File: config.mk
export PLATFORM = sky130hd
export DESIGN_NAME = sar_seq_flat
export DESIGN_NICKNAME = d
export VERILOG_FILES = /design/src/rtl/sar_seq_pkg.sv /design/src/rtl/sar_seq_if.sv /design/src/rtl/sar_seq_cnt.sv /design/src/rtl/sar_seq.sv /design/src/flat_wrapper.sv
export SDC_FILE = /design/constraint.sdc
export NUM_CORES = 1
export LEC_CHECK = 0
export ABC_AREA = 1
export CORE_MARGIN = 2
export CORE_UTILIZATION = 53
export CTS_CLUSTER_DIAMETER = 120
export DETAILED_ROUTE_END_ITERATION = 10
export PLACE_DENSITY = 0.83
export RECOVER_POWER = 100
export SLEW_MARGIN = 20
export SYNTH_ARGS = -nofsm -noshare
export SYNTH_HDL_FRONTEND = slang
export SYNTH_SLANG_ARGS = --single-unit
File: constraint.sdc
create_clock -name clk -period 1.6 [get_ports clk]
set_input_delay 0.16 -clock clk [delete_from_list [all_inputs] [get_ports clk]]
set_output_delay 0.16 -clock clk [all_outputs]
set_load 0.02 [all_outputs]
File: src/rtl/sar_seq_pkg.sv
// Shared types for the SAR conversion sequencer: one-hot state, strobe map, parameter checks.
// Pure declarations; no clocked logic lives here.
package sar_seq_pkg;

    localparam int SAMP_W = 8;

    typedef enum logic [5:0] {
        ST_IDLE = 6'b000001,
        ST_INIT = 6'b000010,
        ST_SAMP = 6'b000100,
        ST_COMP = 6'b001000,
        ST_UPD  = 6'b010000,
        ST_DONE = 6'b100000
    } state_t;

    typedef struct packed {
        logic init;
        logic samp;
        logic comp;
        logic update;
    } seq_t;

    function automatic seq_t seq_map(state_t s);
        seq_t m;
        m = '0;
        case (s)
            ST_INIT: m.init   = 1'b1;
            ST_SAMP: m.samp   = 1'b1;
            ST_COMP: m.comp   = 1'b1;
            ST_UPD:  m.update = 1'b1;
            default: m        = '0;
        endcase
        return m;
    endfunction

    function automatic bit nbits_ok(int n);
        return (n >= 1) && (n <= 16);
    endfunction

    function automatic bit samp_cyc_ok(int n);
        return (n >= 1) && (n <= 255);
    endfunction

endpackage

File: src/rtl/sar_seq_if.sv
// Request/strobe bundle between the conversion sequencer and its user (master drives start/abort).
interface sar_seq_if #(parameter int NBITS = 8);

    localparam int IW = $clog2(NBITS) + 1;

    logic          start;
    logic          abort;
    logic          seq_init;
    logic          seq_samp;
    logic          seq_comp;
    logic          seq_update;
    logic [IW-1:0] bit_idx;
    logic          busy;
    logic          done;

    modport master (
        output start, abort,
        input  seq_init, seq_samp, seq_comp, seq_update, bit_idx, busy, done
    );

    modport slave (
        input  start, abort,
        output seq_init, seq_samp, seq_comp, seq_update, bit_idx, busy, done
    );

endinterface

File: src/rtl/sar_seq_cnt.sv
// Loadable down-counter with zero flag; load wins over dec, and dec stops at zero.
// Count updates one edge after load/dec; zero is combinational from the count.
module sar_seq_cnt #(
    parameter int W = 8
) (
    input  logic         clk,
    input  logic         rst_n,
    input  logic         load,
    input  logic [W-1:0] load_val,
    input  logic         dec,
    output logic [W-1:0] cnt,
    output logic         zero
);

    assign zero = (cnt == '0);

    always_ff @(posedge clk or negedge rst_n) begin
        if (!rst_n) begin
            cnt <= '0;
        end else if (load) begin
            cnt <= load_val;
        end else if (dec && !zero) begin
            cnt <= cnt - 1'b1;
        end
    end

endmodule

File: src/rtl/sar_seq.sv
// SAR conversion sequencer: registered init/sample/compare/update strobes, bit index and done pulse.
// start in IDLE -> seq_init next cycle; abort cancels at next edge; SAR_SEQ_CONTINUOUS_EN makes DONE loop to INIT.
module sar_seq
    import sar_seq_pkg::*;
#(
    parameter int NBITS    = 8,
    parameter int SAMP_CYC = 4
) (
    input  logic       clk,
    input  logic       rst_n,
    sar_seq_if.slave   bus
);

    localparam int IW = $clog2(NBITS) + 1;

    if (!nbits_ok(NBITS)) begin : g_bad_nbits
        $error("sar_seq: NBITS must be in 1..16");
    end
    if (!samp_cyc_ok(SAMP_CYC)) begin : g_bad_samp
        $error("sar_seq: SAMP_CYC must be in 1..255");
    end

    state_t              state;
    state_t              state_nxt;
    logic                samp_zero;
    logic                bit_zero;
    logic [SAMP_W-1:0]   samp_cnt;
    logic [IW-1:0]       bit_cnt;
    logic                samp_load;
    logic                samp_dec;
    logic                bit_load;
    logic                bit_dec;
    seq_t                seq_q;
    logic                busy_q;
    logic                done_q;

    always_ff @(posedge clk or negedge rst_n) begin
        if (!rst_n) begin
            state <= ST_IDLE;
        end else begin
            state <= state_nxt;
        end
    end

    always_comb begin
        state_nxt = state;
        case (state)
            ST_IDLE: if (bus.start) state_nxt = ST_INIT;
            ST_INIT: state_nxt = ST_SAMP;
            ST_SAMP: if (samp_zero) state_nxt = ST_COMP;
            ST_COMP: state_nxt = ST_UPD;
            ST_UPD:  state_nxt = bit_zero ? ST_DONE : ST_COMP;
`ifdef SAR_SEQ_CONTINUOUS_EN
            ST_DONE: state_nxt = ST_INIT;
`else
            ST_DONE: state_nxt = ST_IDLE;
`endif
            default: state_nxt = ST_IDLE;
        endcase
        if (bus.abort && (state != ST_IDLE)) begin
            state_nxt = ST_IDLE;
        end
    end

    // Counter controls key off the actual transition so an abort never disturbs them.
    assign samp_load = (state == ST_INIT) && (state_nxt == ST_SAMP);
    assign samp_dec  = (state == ST_SAMP) && (state_nxt == ST_SAMP);
    assign bit_load  = (state == ST_SAMP) && (state_nxt == ST_COMP);
    assign bit_dec   = (state == ST_UPD)  && (state_nxt == ST_COMP);

    sar_seq_cnt #(.W(SAMP_W)) u_samp_cnt (
        .clk      (clk),
        .rst_n    (rst_n),
        .load     (samp_load),
        .load_val (SAMP_W'(SAMP_CYC - 1)),
        .dec      (samp_dec),
        .cnt      (samp_cnt),
        .zero     (samp_zero)
    );

    sar_seq_cnt #(.W(IW)) u_bit_cnt (
        .clk      (clk),
        .rst_n    (rst_n),
        .load     (bit_load),
        .load_val (IW'(NBITS - 1)),
        .dec      (bit_dec),
        .cnt      (bit_cnt),
        .zero     (bit_zero)
    );

    // Only the zero flag steers SAMP; the raw sample count has no consumer.
    logic unused_samp;
    assign unused_samp = ^samp_cnt;

    // Strobes are registered copies of the next-state decode, so they track state with no glitches.
    always_ff @(posedge clk or negedge rst_n) begin
        if (!rst_n) begin
            seq_q  <= '0;
            busy_q <= 1'b0;
            done_q <= 1'b0;
        end else begin
            seq_q  <= seq_map(state_nxt);
            busy_q <= (state_nxt != ST_IDLE);
            done_q <= (state_nxt == ST_DONE);
        end
    end

    assign bus.seq_init   = seq_q.init;
    assign bus.seq_samp   = seq_q.samp;
    assign bus.seq_comp   = seq_q.comp;
    assign bus.seq_update = seq_q.update;
    assign bus.busy       = busy_q;
    assign bus.done       = done_q;
    assign bus.bit_idx    = bit_cnt;

endmodule

File: src/flat_wrapper.sv
// flat-port wrapper written by rule: the top's interface ports become plain ports
module sar_seq_flat import sar_seq_pkg::*;
#(
    parameter int NBITS    = 8,
    parameter int SAMP_CYC = 4
)
  (clk, rst_n, bus_start, bus_abort, bus_seq_init, bus_seq_samp, bus_seq_comp, bus_seq_update, bus_bit_idx, bus_busy, bus_done);
  sar_seq_if #(.NBITS(NBITS)) bus_i ();
  input  logic clk;
  input  logic rst_n;
  input wire logic [$bits(bus_i.start)-1:0] bus_start;
  input wire logic [$bits(bus_i.abort)-1:0] bus_abort;
  output wire logic [$bits(bus_i.seq_init)-1:0] bus_seq_init;
  output wire logic [$bits(bus_i.seq_samp)-1:0] bus_seq_samp;
  output wire logic [$bits(bus_i.seq_comp)-1:0] bus_seq_comp;
  output wire logic [$bits(bus_i.seq_update)-1:0] bus_seq_update;
  output wire logic [$bits(bus_i.bit_idx)-1:0] bus_bit_idx;
  output wire logic [$bits(bus_i.busy)-1:0] bus_busy;
  output wire logic [$bits(bus_i.done)-1:0] bus_done;
  assign bus_i.start = bus_start;
  assign bus_i.abort = bus_abort;
  assign bus_seq_init = bus_i.seq_init;
  assign bus_seq_samp = bus_i.seq_samp;
  assign bus_seq_comp = bus_i.seq_comp;
  assign bus_seq_update = bus_i.seq_update;
  assign bus_bit_idx = bus_i.bit_idx;
  assign bus_busy = bus_i.busy;
  assign bus_done = bus_i.done;
  sar_seq #(.NBITS(NBITS), .SAMP_CYC(SAMP_CYC)) u_core (.clk(clk), .rst_n(rst_n), .bus(bus_i));
endmodule
==> results of run 1 <==
through the flow:
step	util, %	power, W
2_1_floorplan	-	0.00190
3_3_place_gp	62.5	0.00216
3_5_place_dp	62.5	0.00222
5_1_grt	64.6	0.00279
6_report	64.6	0.00256
4_1_cts	64.0	0.00254
worst max-delay path by stage:
stage / start / to / slack, ns / depth (start not counted)
after floorplan: u_core.u_bit_cnt.cnt[0]$_DFFE_PN0P_ / u_core.u_bit_cnt.cnt[0]$_DFFE_PN0P_ / 0.18 / 8
after global placement: u_core.u_samp_cnt.cnt[0]$_DFFE_PN0P_ / u_core.u_bit_cnt.cnt[3]$_DFFE_PN0P_ / 0.13 / 9
after detailed placement: u_core.u_samp_cnt.cnt[0]$_DFFE_PN0P_ / u_core.u_samp_cnt.cnt[3]$_DFFE_PN0P_ / 0.1 / 10
after CTS: u_core.u_samp_cnt.cnt[0]$_DFFE_PN0P_ / u_core.u_samp_cnt.cnt[0]$_DFFE_PN0P_ / 0.07 / 10
after global routing: u_core.u_samp_cnt.cnt[0]$_DFFE_PN0P_ / u_core.u_samp_cnt.cnt[0]$_DFFE_PN0P_ / 0.007 / 10
final: u_core.bus.seq_comp$_DFF_PN0_ / bus_seq_comp / 0.09 / 1
metal layers:
layer  up-vias  global-route usage [%]
li1        608                       -
met1       568                    25.7
met2        23                    37.3
met3         5                    3.28
met4         0                    5.42
met5         -                       0
state kept, by name, summed over array words and instances (netlist names):
| register | flops |
|---|---|
| u_core.u_samp_cnt.cnt | 8 |
| u_core.state | 6 |
| u_core.u_bit_cnt.cnt | 4 |
| u_core.bus.busy | 1 |
| u_core.bus.done | 1 |
| u_core.bus.seq_comp | 1 |
| u_core.bus.seq_init | 1 |
| u_core.bus.seq_samp | 1 |
| u_core.bus.seq_update | 1 |
area by class of cell:
type | instances | area (um^2) | share of cell area (%)
inverter | 26 | 100 | 6.31
tap | 30 | 37.5 | 2.37
timing repair buffer | 16 | 150 | 9.47
sequential | 24 | 602 | 38.0
clock buffer | 4 | 36.3 | 2.29
multi-input combinational | 128 | 659 | 41.6
cells by family after synthesis:
kind of cell	count (synthesis)	synth area share, %
AO/OA/AOI/OAI	8	3.95
XOR/XNOR	1	0.642
adder cells (fa/ha/maj)	2	1.83
buffers and inverters	28	8.72
flip-flops	24	44.1
AND/OR/NAND/NOR	117	40.7
Yosys cell counts (2+ instances only):
cell | number | share of area [%]
sky130_fd_sc_hd__nand3_1 | 15 | 5.5
sky130_fd_sc_hd__ha_1 | 2 | 1.8
sky130_fd_sc_hd__o21ai_0 | 4 | 1.5
sky130_fd_sc_hd__nor2_4 | 4 | 3.3
sky130_fd_sc_hd__a21oi_1 | 2 | 0.73
sky130_fd_sc_hd__nor2_1 | 24 | 6.6
sky130_fd_sc_hd__inv_2 | 3 | 0.83
sky130_fd_sc_hd__nand2_1 | 55 | 15
sky130_fd_sc_hd__nor2_2 | 3 | 1.4
sky130_fd_sc_hd__nand2_2 | 2 | 0.92
sky130_fd_sc_hd__dfrtp_1 | 23 | 42
sky130_fd_sc_hd__nand4_1 | 11 | 5.0
sky130_fd_sc_hd__inv_1 | 22 | 6.1
power groups by stage:
stage               Sequential (W)  Clock, W  Combinational (W)
floorplan                 0.000935         0           0.000966
global placement          0.000926         0            0.00124
detailed placement        0.000935         0            0.00129
CTS                       0.000921  0.000327            0.00129
global route              0.000942  0.000356            0.00149
finish                    0.000921  0.000324            0.00132
==> report_table.html, run 1 <==
<table>
<tr><th>Metric</th><th>Value</th></tr>
<tr><th colspan="2">Die</th></tr>
<tr><td>Y dimension of the die</td><td>roughly 55 um</td></tr>
<tr><td>Count of boundary I/O pins</td><td>14</td></tr>
<tr><td>Chip width</td><td>~55 um</td></tr>
<tr><td>DIE AREA</td><td>2990 um^2</td></tr>
<tr><td>Number of placement rows</td><td>18</td></tr>
<tr><td>Starting density of the core</td><td>55.6%</td></tr>
<tr><td>Core box area</td><td>roughly 2500 um^2</td></tr>
<tr><th colspan="2">STA</th></tr>
<tr><td>Setup TNS</td><td>0 ns</td></tr>
<tr><td>WHS</td><td>~0.35 ns</td></tr>
<tr><td>Pin slew with the least headroom to its limit</td><td>0.586 ns</td></tr>
<tr><td>Final Setup Violations</td><td>0</td></tr>
<tr><td>Fraction of the cycle the final worst path needs</td><td>around 94%</td></tr>
<tr><td>Fin. max-slew vios</td><td>0</td></tr>
<tr><td>Max transition margin</td><td>between 60 and 70%</td></tr>
<tr><td>Slack of the critical path</td><td>between 0.09 and 0.1 ns</td></tr>
<tr><td>Worst setup skew after layout</td><td>roughly 0.0050 ns</td></tr>
<tr><td>Final hold viol count</td><td>0</td></tr>
<tr><td>Post-route minimum period</td><td>between 1.5 and 2 ns</td></tr>
<tr><td>Unrepaired setup endpoints after global routing</td><td>false</td></tr>
<tr><td>Achievable Freq</td><td>663 MHz</td></tr>
<tr><th colspan="2">Yosys</th></tr>
<tr><td>Flop and latch count out of synthesis</td><td>24</td></tr>
<tr><td>Number of warnings reported in the yosys synthesis log</td><td>0</td></tr>
<tr><td>Share of the yosys chip area belonging to registers</td><td>between 40% and 50%</td></tr>
<tr><td>Async S/R FF share, synth</td><td>between 90% and 100%</td></tr>
<tr><td>Netlist cell types</td><td>23</td></tr>
<tr><td>Mean post-synth cell area</td><td>7.58 um^2</td></tr>
<tr><td>Post-synth EDFFs</td><td>0</td></tr>
<tr><td>Mapped Cells</td><td>between 150 and 200</td></tr>
<tr><td>Post-synthesis net count</td><td>~190</td></tr>
<tr><td>Mapped cell area</td><td>1360 um^2</td></tr>
<tr><td>Main flop type after synthesis</td><td>sky130_fd_sc_hd__dfrtp_1</td></tr>
<tr><th colspan="2">Critical path</th></tr>
<tr><td>Critical path data arrival time</td><td>roughly 1.4 ns</td></tr>
<tr><td>CP bufs+invs</td><td>1</td></tr>
<tr><td>Library cell contributing the largest single delay on the critical path</td><td>sky130_fd_sc_hd__dlygate4sd3_1</td></tr>
<tr><td>Crit start category</td><td>flip-flop</td></tr>
<tr><td>Flop-to-flop setup slack</td><td>between 0.1 and 0.15 ns</td></tr>
<tr><td>Critical path endpoint category</td><td>output pin</td></tr>
<tr><td>Family with the most delay on the worst path</td><td>buffers and inverters</td></tr>
<tr><td>Count of cells along the worst register-to-register path</td><td>8</td></tr>
<tr><td>Startpoint of the lowest-slack register-to-register path</td><td>u_core.state[0]$_DFF_PN1_</td></tr>
<tr><td>Crit Path Max Fanout</td><td>1</td></tr>
<tr><td>Worst path max stage delay</td><td>roughly 0.64 ns</td></tr>
<tr><td>Critical path cell sequence</td><td>dlygate4sd3_1</td></tr>
<tr><td>Data required time of the critical path</td><td>around 1.4 ns</td></tr>
<tr><td>Capturing point of the worst reg2reg path</td><td>u_core.u_samp_cnt.cnt[0]$_DFFE_PN0P_</td></tr>
<tr><td>Type of the worst setup path</td><td>reg2out</td></tr>
<tr><th colspan="2">Power</th></tr>
<tr><td>Proportion of power drawn by the clock network</td><td>between 10% and 20%</td></tr>
<tr><td>Comb pwr share</td><td>roughly half</td></tr>
<tr><td>Proportion of total power due to net switching</td><td>between 40% and 50%</td></tr>
<tr><td>Leakage power summed over all cells</td><td>between 0.8 and 0.9 nW</td></tr>
<tr><td>Part of the total power dissipated in sequential elements</td><td>around 36%</td></tr>
<tr><td>Internal power</td><td>roughly 0.0014 W</td></tr>
<tr><td>Power density over cell area</td><td>1620 nW/um^2</td></tr>
<tr><td>Psw</td><td>approximately 0.0012 W</td></tr>
<tr><td>Peak supply drop</td><td>0.00125 V</td></tr>
<tr><th colspan="2">Drt</th></tr>
<tr><td>Sum of met2 wire segment lengths after detailed routing</td><td>roughly 1400 um</td></tr>
<tr><td>Post-DRT Antenna Nets</td><td>0</td></tr>
<tr><td>Top routing layer in use</td><td>met4</td></tr>
<tr><td>First-pass iteration count of the detailed router</td><td>4</td></tr>
<tr><td>Routed length on met3</td><td>around 110 um</td></tr>
<tr><td>Wire per inst</td><td>roughly 12 um</td></tr>
<tr><td>Vias</td><td>between 1000 and 1500</td></tr>
<tr><td>Metal1 wirelength</td><td>between 1000 and 1500 um</td></tr>
<tr><td>Residual DRC count</td><td>0</td></tr>
<tr><td>Routed WL</td><td>about 2700 um</td></tr>
<tr><td>First-iteration detailed-routing DRC count</td><td>27</td></tr>
<tr><td>Via density per instance</td><td>around 5.3</td></tr>
<tr><th colspan="2">GRT</th></tr>
<tr><td>Combined global-route utilization of all metal layers</td><td>20.9%</td></tr>
<tr><td>Largest net degree at the start of global routing</td><td>25</td></tr>
<tr><td>Number of antenna violations at the first check in global routing</td><td>0</td></tr>
<tr><td>Global-route wire length before repair</td><td>roughly 4500 um</td></tr>
<tr><td>GRT Residual Overflow</td><td>0</td></tr>
<tr><td>Vias in the first global route</td><td>1079</td></tr>
<tr><th colspan="2">Placed design</th></tr>
<tr><td>Number of port buffers</td><td>13</td></tr>
<tr><td>Worst slack at placement</td><td>0.0962 ns</td></tr>
<tr><td>Post-Place Cell Area</td><td>1540 um^2</td></tr>
<tr><td>Placed wire-length estimate after detailed placement</td><td>~2100 um</td></tr>
<tr><td>Global placement routability congestion</td><td>around 0.87</td></tr>
<tr><td>Dpl cells</td><td>around 220</td></tr>
<tr><th colspan="2">Outcome</th></tr>
<tr><td>Outcome</td><td>finished, final reports clean</td></tr>
<tr><th colspan="2">Clock tree</th></tr>
<tr><td>Total of hold buffers inserted after clock tree synthesis</td><td>0</td></tr>
<tr><td>Number of H-tree levels</td><td>1</td></tr>
<tr><td>Clock root cell</td><td>sky130_fd_sc_hd__clkbuf_4</td></tr>
<tr><td>Clock tree from TritonCTS</td><td>yes</td></tr>
<tr><td>Number of buffers inserted to repair setup after CTS</td><td>0</td></tr>
<tr><td>Clock Pin Slew Worst Setup and Hold Paths</td><td>between 0.1 and 0.15 ns</td></tr>
<tr><td>Sink Count</td><td>24</td></tr>
<tr><td>Max Buffers Root-to-Sink</td><td>2</td></tr>
<tr><td>Number of CTS-inserted buffers</td><td>3</td></tr>
<tr><td>Post_cts resized</td><td>0</td></tr>
<tr><td>Clock latency reported for the late side of the worst-skew pair</td><td>between 0.3 and 0.4 ns</td></tr>
<tr><th colspan="2">Layout</th></tr>
<tr><td>Commonest non-fill, non-tap cell in the layout</td><td>sky130_fd_sc_hd__nand2_1</td></tr>
<tr><td>Area of all placed cells without fillers</td><td>around 1600 um^2</td></tr>
<tr><td>Diodes inserted</td><td>0</td></tr>
<tr><td>Fill cell count</td><td>about 210</td></tr>
<tr><td>Count of placed standard cells in the final layout, fillers left out</td><td>between 200 and 250</td></tr>
<tr><td>Commonest cells after routing, fill and taps aside</td><td>sky130_fd_sc_hd__nand2_1 (55), sky130_fd_sc_hd__nor2_1 (24), sky130_fd_sc_hd__dfrtp_1 (23)</td></tr>
<tr><td>Final net count</td><td>a little over 200</td></tr>
<tr><td>Layout cells sized above 1</td><td>13.1%</td></tr>
<tr><td>Area growth from synthesis to layout</td><td>16.2%</td></tr>
<tr><th colspan="2">Flow run</th></tr>
<tr><td>Maximum Capacitance Violations</td><td>0</td></tr>
<tr><th colspan="2">Worst hold path</th></tr>
<tr><td>Tightest Hold Check Type</td><td>in2async</td></tr>
</table>
Note: power is estimated with default switching activity, not from simulation.
==> run 2: changes to the inputs <==
--- a/config.mk
+++ b/config.mk
@@ -10,7 +10,7 @@
 export CORE_UTILIZATION = 53
 export CTS_CLUSTER_DIAMETER = 120
 export DETAILED_ROUTE_END_ITERATION = 10
-export PLACE_DENSITY = 0.83
+export PLACE_DENSITY = 0.85
 export RECOVER_POWER = 100
 export SLEW_MARGIN = 20
 export SYNTH_ARGS = -nofsm -noshare
==> report_table.html, run 2 (synthesis gave the netlist of run 1 again) <==
<table>
<tr><th>Metric</th><th>Value</th></tr>
<tr><th colspan="2">STA</th></tr>
<tr><td>Post-route minimum period</td><td>1.53 ns (was 1.51 ns)</td></tr>
<tr><td>Setup TNS</td><td>0 ns (unchanged)</td></tr>
<tr><td>Max transition margin</td><td>60.3% (was 60.9%)</td></tr>
<tr><td>Fin. max-slew vios</td><td>0 (unchanged)</td></tr>
<tr><td>WHS</td><td>0.357 ns (was 0.347 ns)</td></tr>
<tr><td>Fraction of the cycle the final worst path needs</td><td>95.7% (was 94.2%)</td></tr>
<tr><td>Pin slew with the least headroom to its limit</td><td>0.595 ns (was 0.586 ns)</td></tr>
<tr><td>Achievable Freq</td><td>653 MHz (was 663 MHz)</td></tr>
<tr><td>Final Setup Violations</td><td>0 (unchanged)</td></tr>
<tr><td>Final hold viol count</td><td>0 (unchanged)</td></tr>
<tr><td>Worst setup skew after layout</td><td>0.0167 ns (was 0.00496 ns)</td></tr>
<tr><td>Slack of the critical path</td><td>0.0683 ns (was 0.0927 ns)</td></tr>
<tr><th colspan="2">Power</th></tr>
<tr><td>Leakage power summed over all cells</td><td>0.868 nW (was 0.869 nW)</td></tr>
<tr><td>Power density over cell area</td><td>1630 nW/um^2 (was 1620 nW/um^2)</td></tr>
<tr><td>Peak supply drop</td><td>0.00114 V (was 0.00125 V)</td></tr>
<tr><th colspan="2">Die</th></tr>
<tr><td>Count of boundary I/O pins</td><td>14 (unchanged)</td></tr>
<tr><td>Number of placement rows</td><td>18 (unchanged)</td></tr>
<tr><td>Starting density of the core</td><td>55.6% (unchanged)</td></tr>
<tr><td>Y dimension of the die</td><td>54.7 um (unchanged)</td></tr>
<tr><td>Core box area</td><td>2450 um^2 (unchanged)</td></tr>
<tr><td>DIE AREA</td><td>2990 um^2 (unchanged)</td></tr>
<tr><td>Chip width</td><td>54.7 um (unchanged)</td></tr>
<tr><th colspan="2">Clock tree</th></tr>
<tr><td>Total of hold buffers inserted after clock tree synthesis</td><td>0 (unchanged)</td></tr>
<tr><td>Max Buffers Root-to-Sink</td><td>2 (unchanged)</td></tr>
<tr><td>Number of CTS-inserted buffers</td><td>3 (unchanged)</td></tr>
<tr><td>Sink Count</td><td>24 (unchanged)</td></tr>
<tr><td>Number of H-tree levels</td><td>1 (unchanged)</td></tr>
<tr><td>Clock Pin Slew Worst Setup and Hold Paths</td><td>0.14 ns (was 0.13 ns)</td></tr>
<tr><td>Clock tree from TritonCTS</td><td>yes (unchanged)</td></tr>
<tr><td>Clock root cell</td><td>sky130_fd_sc_hd__clkbuf_4 (unchanged)</td></tr>
<tr><td>Clock latency reported for the late side of the worst-skew pair</td><td>0.32 ns (about the same)</td></tr>
<tr><th colspan="2">Layout</th></tr>
<tr><td>Final net count</td><td>210 (was 205)</td></tr>
<tr><td>Area growth from synthesis to layout</td><td>19.4% (was 16.2%)</td></tr>
<tr><td>Commonest cells after routing, fill and taps aside</td><td>sky130_fd_sc_hd__nand2_1 (55), sky130_fd_sc_hd__nor2_1 (24), sky130_fd_sc_hd__dfrtp_1 (23) (unchanged)</td></tr>
<tr><td>Diodes inserted</td><td>0 (unchanged)</td></tr>
<tr><td>Area of the multi-input gates</td><td>674 um^2 (was 659 um^2)</td></tr>
<tr><td>Commonest non-fill, non-tap cell in the layout</td><td>sky130_fd_sc_hd__nand2_1 (unchanged)</td></tr>
<tr><td>Register name with the most flops</td><td>u_core.u_samp_cnt.cnt (unchanged)</td></tr>
<tr><td>Largest register FFs</td><td>8 (unchanged)</td></tr>
<tr><td>Fill cell count</td><td>213 (was 206)</td></tr>
<tr><td>Area taken by flip-flops and latches</td><td>602 um^2 (unchanged)</td></tr>
<tr><td>Registers with the most flip-flops</td><td>u_core.u_samp_cnt.cnt x8, u_core.state x6, u_core.u_bit_cnt.cnt x4 (unchanged)</td></tr>
<tr><td>Layout cells sized above 1</td><td>15.3% (was 13.1%)</td></tr>
<tr><td>Layout Utilization</td><td>66.3% (was 64.6%)</td></tr>
<tr><th colspan="2">Placed design</th></tr>
<tr><td>Number of port buffers</td><td>13 (unchanged)</td></tr>
<tr><td>Worst slack at placement</td><td>0.0698 ns (was 0.0962 ns)</td></tr>
<tr><td>Global placement routability congestion</td><td>0.902 (was 0.873)</td></tr>
<tr><td>Placed wire-length estimate after detailed placement</td><td>2220 um (was 2080 um)</td></tr>
<tr><th colspan="2">Drt</th></tr>
<tr><td>Residual DRC count</td><td>0 (unchanged)</td></tr>
<tr><td>First-iteration detailed-routing DRC count</td><td>36 (was 27)</td></tr>
<tr><td>Metal1 wirelength</td><td>1270 um (was 1170 um)</td></tr>
<tr><td>First-pass iteration count of the detailed router</td><td>4 (unchanged)</td></tr>
<tr><td>Routed length on met3</td><td>135 um (was 110 um)</td></tr>
<tr><td>Via density per instance</td><td>5.33 (was 5.28)</td></tr>
<tr><td>Vias</td><td>1241 (was 1204)</td></tr>
<tr><td>Wire per inst</td><td>12.9 um (was 11.9 um)</td></tr>
<tr><td>Sum of met2 wire segment lengths after detailed routing</td><td>1600 um (was 1390 um)</td></tr>
<tr><td>Top routing layer in use</td><td>met4 (unchanged)</td></tr>
<tr><td>Routed WL</td><td>3010 um (was 2700 um)</td></tr>
<tr><td>Post-DRT Antenna Nets</td><td>0 (unchanged)</td></tr>
<tr><th colspan="2">Critical path</th></tr>
<tr><td>Critical path endpoint category</td><td>output pin (unchanged)</td></tr>
<tr><td>Crit Path Max Fanout</td><td>4 (was 1)</td></tr>
<tr><td>Critical path data arrival time</td><td>1.37 ns (was 1.35 ns)</td></tr>
<tr><td>CP bufs+invs</td><td>1 (unchanged)</td></tr>
<tr><td>Critical path cell sequence</td><td>clkdlybuf4s50_1 (was dlygate4sd3_1)</td></tr>
<tr><td>Family with the most delay on the worst path</td><td>buffers and inverters (unchanged)</td></tr>
<tr><td>Type of the worst setup path</td><td>reg2out (unchanged)</td></tr>
<tr><td>Data required time of the critical path</td><td>1.44 ns (about the same)</td></tr>
<tr><td>Worst path max stage delay</td><td>0.63 ns (was 0.64 ns)</td></tr>
<tr><td>Crit start category</td><td>flip-flop (unchanged)</td></tr>
<tr><td>Library cell contributing the largest single delay on the critical path</td><td>sky130_fd_sc_hd__clkdlybuf4s50_1 (was sky130_fd_sc_hd__dlygate4sd3_1)</td></tr>
<tr><th colspan="2">GRT</th></tr>
<tr><td>Vias in the first global route</td><td>1145 (was 1079)</td></tr>
<tr><td>Largest net degree at the start of global routing</td><td>25 (unchanged)</td></tr>
<tr><td>Global-route wire length before repair</td><td>4690 um (was 4530 um)</td></tr>
<tr><td>GRT Residual Overflow</td><td>0 (unchanged)</td></tr>
<tr><td>Combined global-route utilization of all metal layers</td><td>21.5% (was 20.9%)</td></tr>
<tr><td>Number of antenna violations at the first check in global routing</td><td>0 (unchanged)</td></tr>
<tr><th colspan="2">Outcome</th></tr>
<tr><td>Outcome</td><td>finished, final reports clean (unchanged)</td></tr>
<tr><th colspan="2">Flow run</th></tr>
<tr><td>Maximum Capacitance Violations</td><td>0 (unchanged)</td></tr>
<tr><th colspan="2">Worst hold path</th></tr>
<tr><td>Tightest Hold Check Type</td><td>in2async (unchanged)</td></tr>
</table>
[run 2: cell count changes in the layout (fill, tap and decap cells not counted), sizes merged]
cell / delta
dlygate4sd3: -6
buf: +5
clkdlybuf4s50: +6
[run 2: layout make-up]
cell class,instances,share of cell area (%)
Timing Repair Buffer,21,11.5
Inverter,26,6.15
Multi-Input combinational cell,128,41.4
Sequential cell,24,37.0
Clock buffer,4,1.61
Tap cell,30,2.31
[run 2: power breakdown]
part	internal, W	switching [W]
Clock	0.0000974	0.000179
Sequential	0.000766	0.000152
Combinational	0.000542	0.000913
Total	0.00141	0.00124
[run 2: through the flow]
stage | instance area (um^2) | cells | power, W
2_1_floorplan | 1360 | 180 | 0.00190
3_3_place_gp | 1540 | 225 | 0.00219
3_5_place_dp | 1540 | 225 | 0.00223
4_1_cts | 1570 | 229 | 0.00251
5_1_grt | 1630 | 233 | 0.00290
6_report | 1630 | 233 | 0.00265
[run 2: what timing repair did]
| item | in CTS | in global routing |
|---|---|---|
| endpoints found under the hold margin | 0 | 0 |
| setup buffers | 0 | 4 |
| gates resized for setup | 0 | 6 |
| endpoints found under the setup margin | 0 | 14 |
[run 2: layer usage]
metal | up-vias | track usage, %
met5 | - | 0
met4 | 0 | 5.83
met3 | 2 | 2.46
met2 | 40 | 39.1
met1 | 586 | 26.3
li1 | 613 | -
[run 2: worst paths after layout]
kind,start,slack (ns),depth (start not counted),to
min,rst_n,0.36,2,u_core.state[4]$_DFF_PN0_
min reg2reg,u_core.u_samp_cnt.cnt[1]$_DFFE_PN0P_,0.52,2,u_core.u_samp_cnt.cnt[1]$_DFFE_PN0P_
min in group clk,bus_start,0.48,3,u_core.bus.seq_init$_DFF_PN0_
max in group asynchronous,rst_n,0.84,2,u_core.u_samp_cnt.cnt[6]$_DFFE_PN0P_
max reg2reg,u_core.state[0]$_DFF_PN1_,0.11,8,u_core.u_samp_cnt.cnt[0]$_DFFE_PN0P_
max,u_core.u_bit_cnt.cnt[3]$_DFFE_PN0P_,0.07,1,bus_bit_idx[3]
[run 2: worst register-to-register path, cell delays in order, from the launching register on]
cell,delay (ns)
sky130_fd_sc_hd__dfstp_2,0.59
sky130_fd_sc_hd__inv_2,0.04
sky130_fd_sc_hd__nor2_2,0.12
sky130_fd_sc_hd__nand3_4,0.15
sky130_fd_sc_hd__nand2_8,0.17
sky130_fd_sc_hd__inv_4,0.06
sky130_fd_sc_hd__a21oi_4,0.14
sky130_fd_sc_hd__nand2_1,0.09
sky130_fd_sc_hd__nand2_1,0.08
==> run 3: changes to the inputs <==
--- a/config.mk
+++ b/config.mk
@@ -6,11 +6,13 @@
 export NUM_CORES = 1
 export LEC_CHECK = 0
 export ABC_AREA = 1
+export CELL_PAD_IN_SITES_DETAIL_PLACEMENT = 1
+export CELL_PAD_IN_SITES_GLOBAL_PLACEMENT = 1
 export CORE_MARGIN = 2
-export CORE_UTILIZATION = 53
+export CORE_UTILIZATION = 41
 export CTS_CLUSTER_DIAMETER = 120
 export DETAILED_ROUTE_END_ITERATION = 10
-export PLACE_DENSITY = 0.85
+export PLACE_DENSITY = 0.88
 export RECOVER_POWER = 100
 export SLEW_MARGIN = 20
 export SYNTH_ARGS = -nofsm -noshare
==> report_table.html, run 3 (synthesis gave the netlist of run 1 again) <==
<table>
<tr><th>Metric</th><th>Value</th></tr>
<tr><th colspan="2">Outcome</th></tr>
<tr><td>Outcome</td><td>finished, final reports clean (unchanged)</td></tr>
<tr><th colspan="2">Clock tree</th></tr>
<tr><td>Clock root cell</td><td>sky130_fd_sc_hd__clkbuf_4 (unchanged)</td></tr>
<tr><td>Number of H-tree levels</td><td>1 (unchanged)</td></tr>
<tr><td>Clock latency reported for the late side of the worst-skew pair</td><td>0.32 ns (about the same)</td></tr>
<tr><td>Clock Pin Slew Worst Setup and Hold Paths</td><td>0.14 ns (about the same)</td></tr>
<tr><td>Number of CTS-inserted buffers</td><td>3 (unchanged)</td></tr>
<tr><td>Clock tree from TritonCTS</td><td>yes (unchanged)</td></tr>
<tr><td>Max Buffers Root-to-Sink</td><td>2 (unchanged)</td></tr>
<tr><td>Sink Count</td><td>24 (unchanged)</td></tr>
<tr><td>Total of hold buffers inserted after clock tree synthesis</td><td>0 (unchanged)</td></tr>
<tr><th colspan="2">Layout</th></tr>
<tr><td>Area of the multi-input gates</td><td>658 um^2 (was 674 um^2)</td></tr>
<tr><td>Register name with the most flops</td><td>u_core.u_samp_cnt.cnt (unchanged)</td></tr>
<tr><td>Layout cells sized above 1</td><td>14.9% (was 15.3%)</td></tr>
<tr><td>Final net count</td><td>208 (was 210)</td></tr>
<tr><td>Diodes inserted</td><td>0 (unchanged)</td></tr>
<tr><td>Area taken by flip-flops and latches</td><td>602 um^2 (unchanged)</td></tr>
<tr><td>Fill cell count</td><td>415 (was 213)</td></tr>
<tr><td>Area growth from synthesis to layout</td><td>20.6% (was 19.4%)</td></tr>
<tr><td>Commonest cells after routing, fill and taps aside</td><td>sky130_fd_sc_hd__nand2_1 (55), sky130_fd_sc_hd__nor2_1 (23), sky130_fd_sc_hd__dfrtp_1 (23) (was sky130_fd_sc_hd__nand2_1 (55), sky130_fd_sc_hd__nor2_1 (24), sky130_fd_sc_hd__dfrtp_1 (23))</td></tr>
<tr><td>Registers with the most flip-flops</td><td>u_core.u_samp_cnt.cnt x8, u_core.state x6, u_core.u_bit_cnt.cnt x4 (unchanged)</td></tr>
<tr><td>Commonest non-fill, non-tap cell in the layout</td><td>sky130_fd_sc_hd__nand2_1 (unchanged)</td></tr>
<tr><td>Largest register FFs</td><td>8 (unchanged)</td></tr>
<tr><th colspan="2">Flow run</th></tr>
<tr><td>Maximum Capacitance Violations</td><td>0 (unchanged)</td></tr>
<tr><th colspan="2">STA</th></tr>
<tr><td>Setup TNS</td><td>0 ns (unchanged)</td></tr>
<tr><td>Fin. max-slew vios</td><td>0 (unchanged)</td></tr>
<tr><td>Achievable Freq</td><td>655 MHz (was 653 MHz)</td></tr>
<tr><td>Fraction of the cycle the final worst path needs</td><td>95.4% (was 95.7%)</td></tr>
<tr><td>Final Setup Violations</td><td>0 (unchanged)</td></tr>
<tr><td>Max transition margin</td><td>39.2% (was 60.3%)</td></tr>
<tr><td>WHS</td><td>0.118 ns (was 0.357 ns)</td></tr>
<tr><td>Unrepaired setup endpoints after global routing</td><td>false</td></tr>
<tr><td>Worst setup skew after layout</td><td>0.00487 ns (was 0.0167 ns)</td></tr>
<tr><td>Final hold viol count</td><td>0 (unchanged)</td></tr>
<tr><td>Post-route minimum period</td><td>1.53 ns (about the same)</td></tr>
<tr><td>Pin slew with the least headroom to its limit</td><td>0.912 ns (was 0.595 ns)</td></tr>
<tr><th colspan="2">Drt</th></tr>
<tr><td>First-pass iteration count of the detailed router</td><td>4 (unchanged)</td></tr>
<tr><td>First-iteration detailed-routing DRC count</td><td>48 (was 36)</td></tr>
<tr><td>Vias</td><td>1213 (was 1241)</td></tr>
<tr><td>Via density per instance</td><td>4.95 (was 5.33)</td></tr>
<tr><td>Wire per inst</td><td>13.8 um (was 12.9 um)</td></tr>
<tr><td>Residual DRC count</td><td>0 (unchanged)</td></tr>
<tr><td>Post-DRT Antenna Nets</td><td>0 (unchanged)</td></tr>
<tr><td>Routed WL</td><td>3380 um (was 3010 um)</td></tr>
<tr><th colspan="2">Critical path</th></tr>
<tr><td>Logic depth of the worst setup path including buffers</td><td>1 (unchanged)</td></tr>
<tr><td>Count of cells along the worst register-to-register path</td><td>8 (unchanged)</td></tr>
<tr><td>CP bufs+invs</td><td>1 (unchanged)</td></tr>
<tr><td>Type of the worst setup path</td><td>reg2out (unchanged)</td></tr>
<tr><td>Critical path endpoint category</td><td>output pin (unchanged)</td></tr>
<tr><td>Critical path data arrival time</td><td>1.37 ns (about the same)</td></tr>
<tr><td>Family with the most delay on the worst path</td><td>buffers and inverters (unchanged)</td></tr>
<tr><td>Crit start category</td><td>flip-flop (unchanged)</td></tr>
<tr><td>Flop-to-flop setup slack</td><td>0.11 ns (about the same)</td></tr>
<tr><td>Data required time of the critical path</td><td>1.44 ns (about the same)</td></tr>
<tr><td>Library cell contributing the largest single delay on the critical path</td><td>sky130_fd_sc_hd__dlygate4sd3_1 (was sky130_fd_sc_hd__clkdlybuf4s50_1)</td></tr>
<tr><td>Crit Path Max Fanout</td><td>1 (was 4)</td></tr>
<tr><td>Critical path cell sequence</td><td>dlygate4sd3_1 (was clkdlybuf4s50_1)</td></tr>
<tr><td>Worst path max stage delay</td><td>0.65 ns (was 0.63 ns)</td></tr>
<tr><th colspan="2">Die</th></tr>
<tr><td>Chip width</td><td>61.7 um (was 54.7 um)</td></tr>
<tr><td>Count of boundary I/O pins</td><td>14 (unchanged)</td></tr>
<tr><td>Core box area</td><td>3100 um^2 (was 2450 um^2)</td></tr>
<tr><td>Starting density of the core</td><td>44.0% (was 55.6%)</td></tr>
<tr><td>DIE AREA</td><td>3800 um^2 (was 2990 um^2)</td></tr>
<tr><td>Y dimension of the die</td><td>61.7 um (was 54.7 um)</td></tr>
<tr><td>Number of placement rows</td><td>20 (was 18)</td></tr>
<tr><th colspan="2">Power</th></tr>
<tr><td>Peak supply drop</td><td>0.000720 V (was 0.00114 V)</td></tr>
<tr><td>Leakage power summed over all cells</td><td>0.899 nW (was 0.868 nW)</td></tr>
<tr><td>Power density over cell area</td><td>1700 nW/um^2 (was 1630 nW/um^2)</td></tr>
<tr><th colspan="2">GRT</th></tr>
<tr><td>Vias in the first global route</td><td>1312 (was 1145)</td></tr>
<tr><td>Largest net degree at the start of global routing</td><td>20 (was 25)</td></tr>
<tr><td>Number of antenna violations at the first check in global routing</td><td>0 (unchanged)</td></tr>
<tr><td>GRT Residual Overflow</td><td>0 (unchanged)</td></tr>
<tr><td>Combined global-route utilization of all metal layers</td><td>20.8% (was 21.5%)</td></tr>
<tr><td>Global-route wire length before repair</td><td>5840 um (was 4690 um)</td></tr>
<tr><th colspan="2">Placed design</th></tr>
<tr><td>Number of port buffers</td><td>13 (unchanged)</td></tr>
<tr><td>Placed wire-length estimate after detailed placement</td><td>2630 um (was 2220 um)</td></tr>
<tr><td>Global placement routability congestion</td><td>0.811 (was 0.902)</td></tr>
<tr><th colspan="2">Worst hold path</th></tr>
<tr><td>Tightest Hold Check Type</td><td>in2async (unchanged)</td></tr>
</table>
[run 3: path summary, 6_finish.rpt]
kind                                                          start                                   end
worst max-delay path                  u_core.bus.seq_samp$_DFF_PN0_                          bus_seq_samp
worst min-delay path                                          rst_n       u_core.bus.seq_update$_DFF_PN0_
worst max register to register            u_core.state[0]$_DFF_PN1_  u_core.u_samp_cnt.cnt[1]$_DFFE_PN0P_
worst min register to register  u_core.u_bit_cnt.cnt[0]$_DFFE_PN0P_   u_core.u_bit_cnt.cnt[0]$_DFFE_PN0P_
max in group asynchronous                                     rst_n   u_core.u_bit_cnt.cnt[0]$_DFFE_PN0P_
min in group clk                                          bus_start             u_core.state[1]$_DFF_PN0_
[run 3: metal layers]
metal	routed length, um	track usage [%]	part of all wire (%)
met3	43	2.31	1.3
met4	19	7.60	0.56
met2	1770	35.5	52
met1	1550	27.1	46
met5	0	0	0
[run 3: final cells by class]
type | count | share of cell area [%]
Inverter | 26 | 5.93
Multi-Input combinational cell | 128 | 40.0
Timing Repair Buffer | 19 | 11.0
Clock inverter | 1 | 1.83
Clock buffer | 3 | 1.37
Tap cell | 44 | 3.35
Sequential cell | 24 | 36.6
[run 3: timing repair]
item | 4_1_cts | 5_1_grt
endpoints found under the setup margin | 0 | 12
buffers inserted | 0 | 0
resized for setup | 0 | 5
[run 3: power breakdown]
part,internal (W),switching (W)
clock network,0.000253,0.000197
registers,0.000765,0.000173
logic,0.000493,0.000916
total,0.00151,0.00129
[run 3: stage by stage]
step	area, um^2	util, %	setup slack, ns	power, W	std cells
final	1650	53.0	0.0736	0.00280	245
after floorplan	1360	-	0.179	0.00190	180
after global routing	1650	53.0	0.00489	0.00304	245
after detailed placement	1590	51.2	0.104	0.00232	241
after CTS	1640	52.9	0.0570	0.00280	245
after global placement	1590	51.2	0.166	0.00224	241
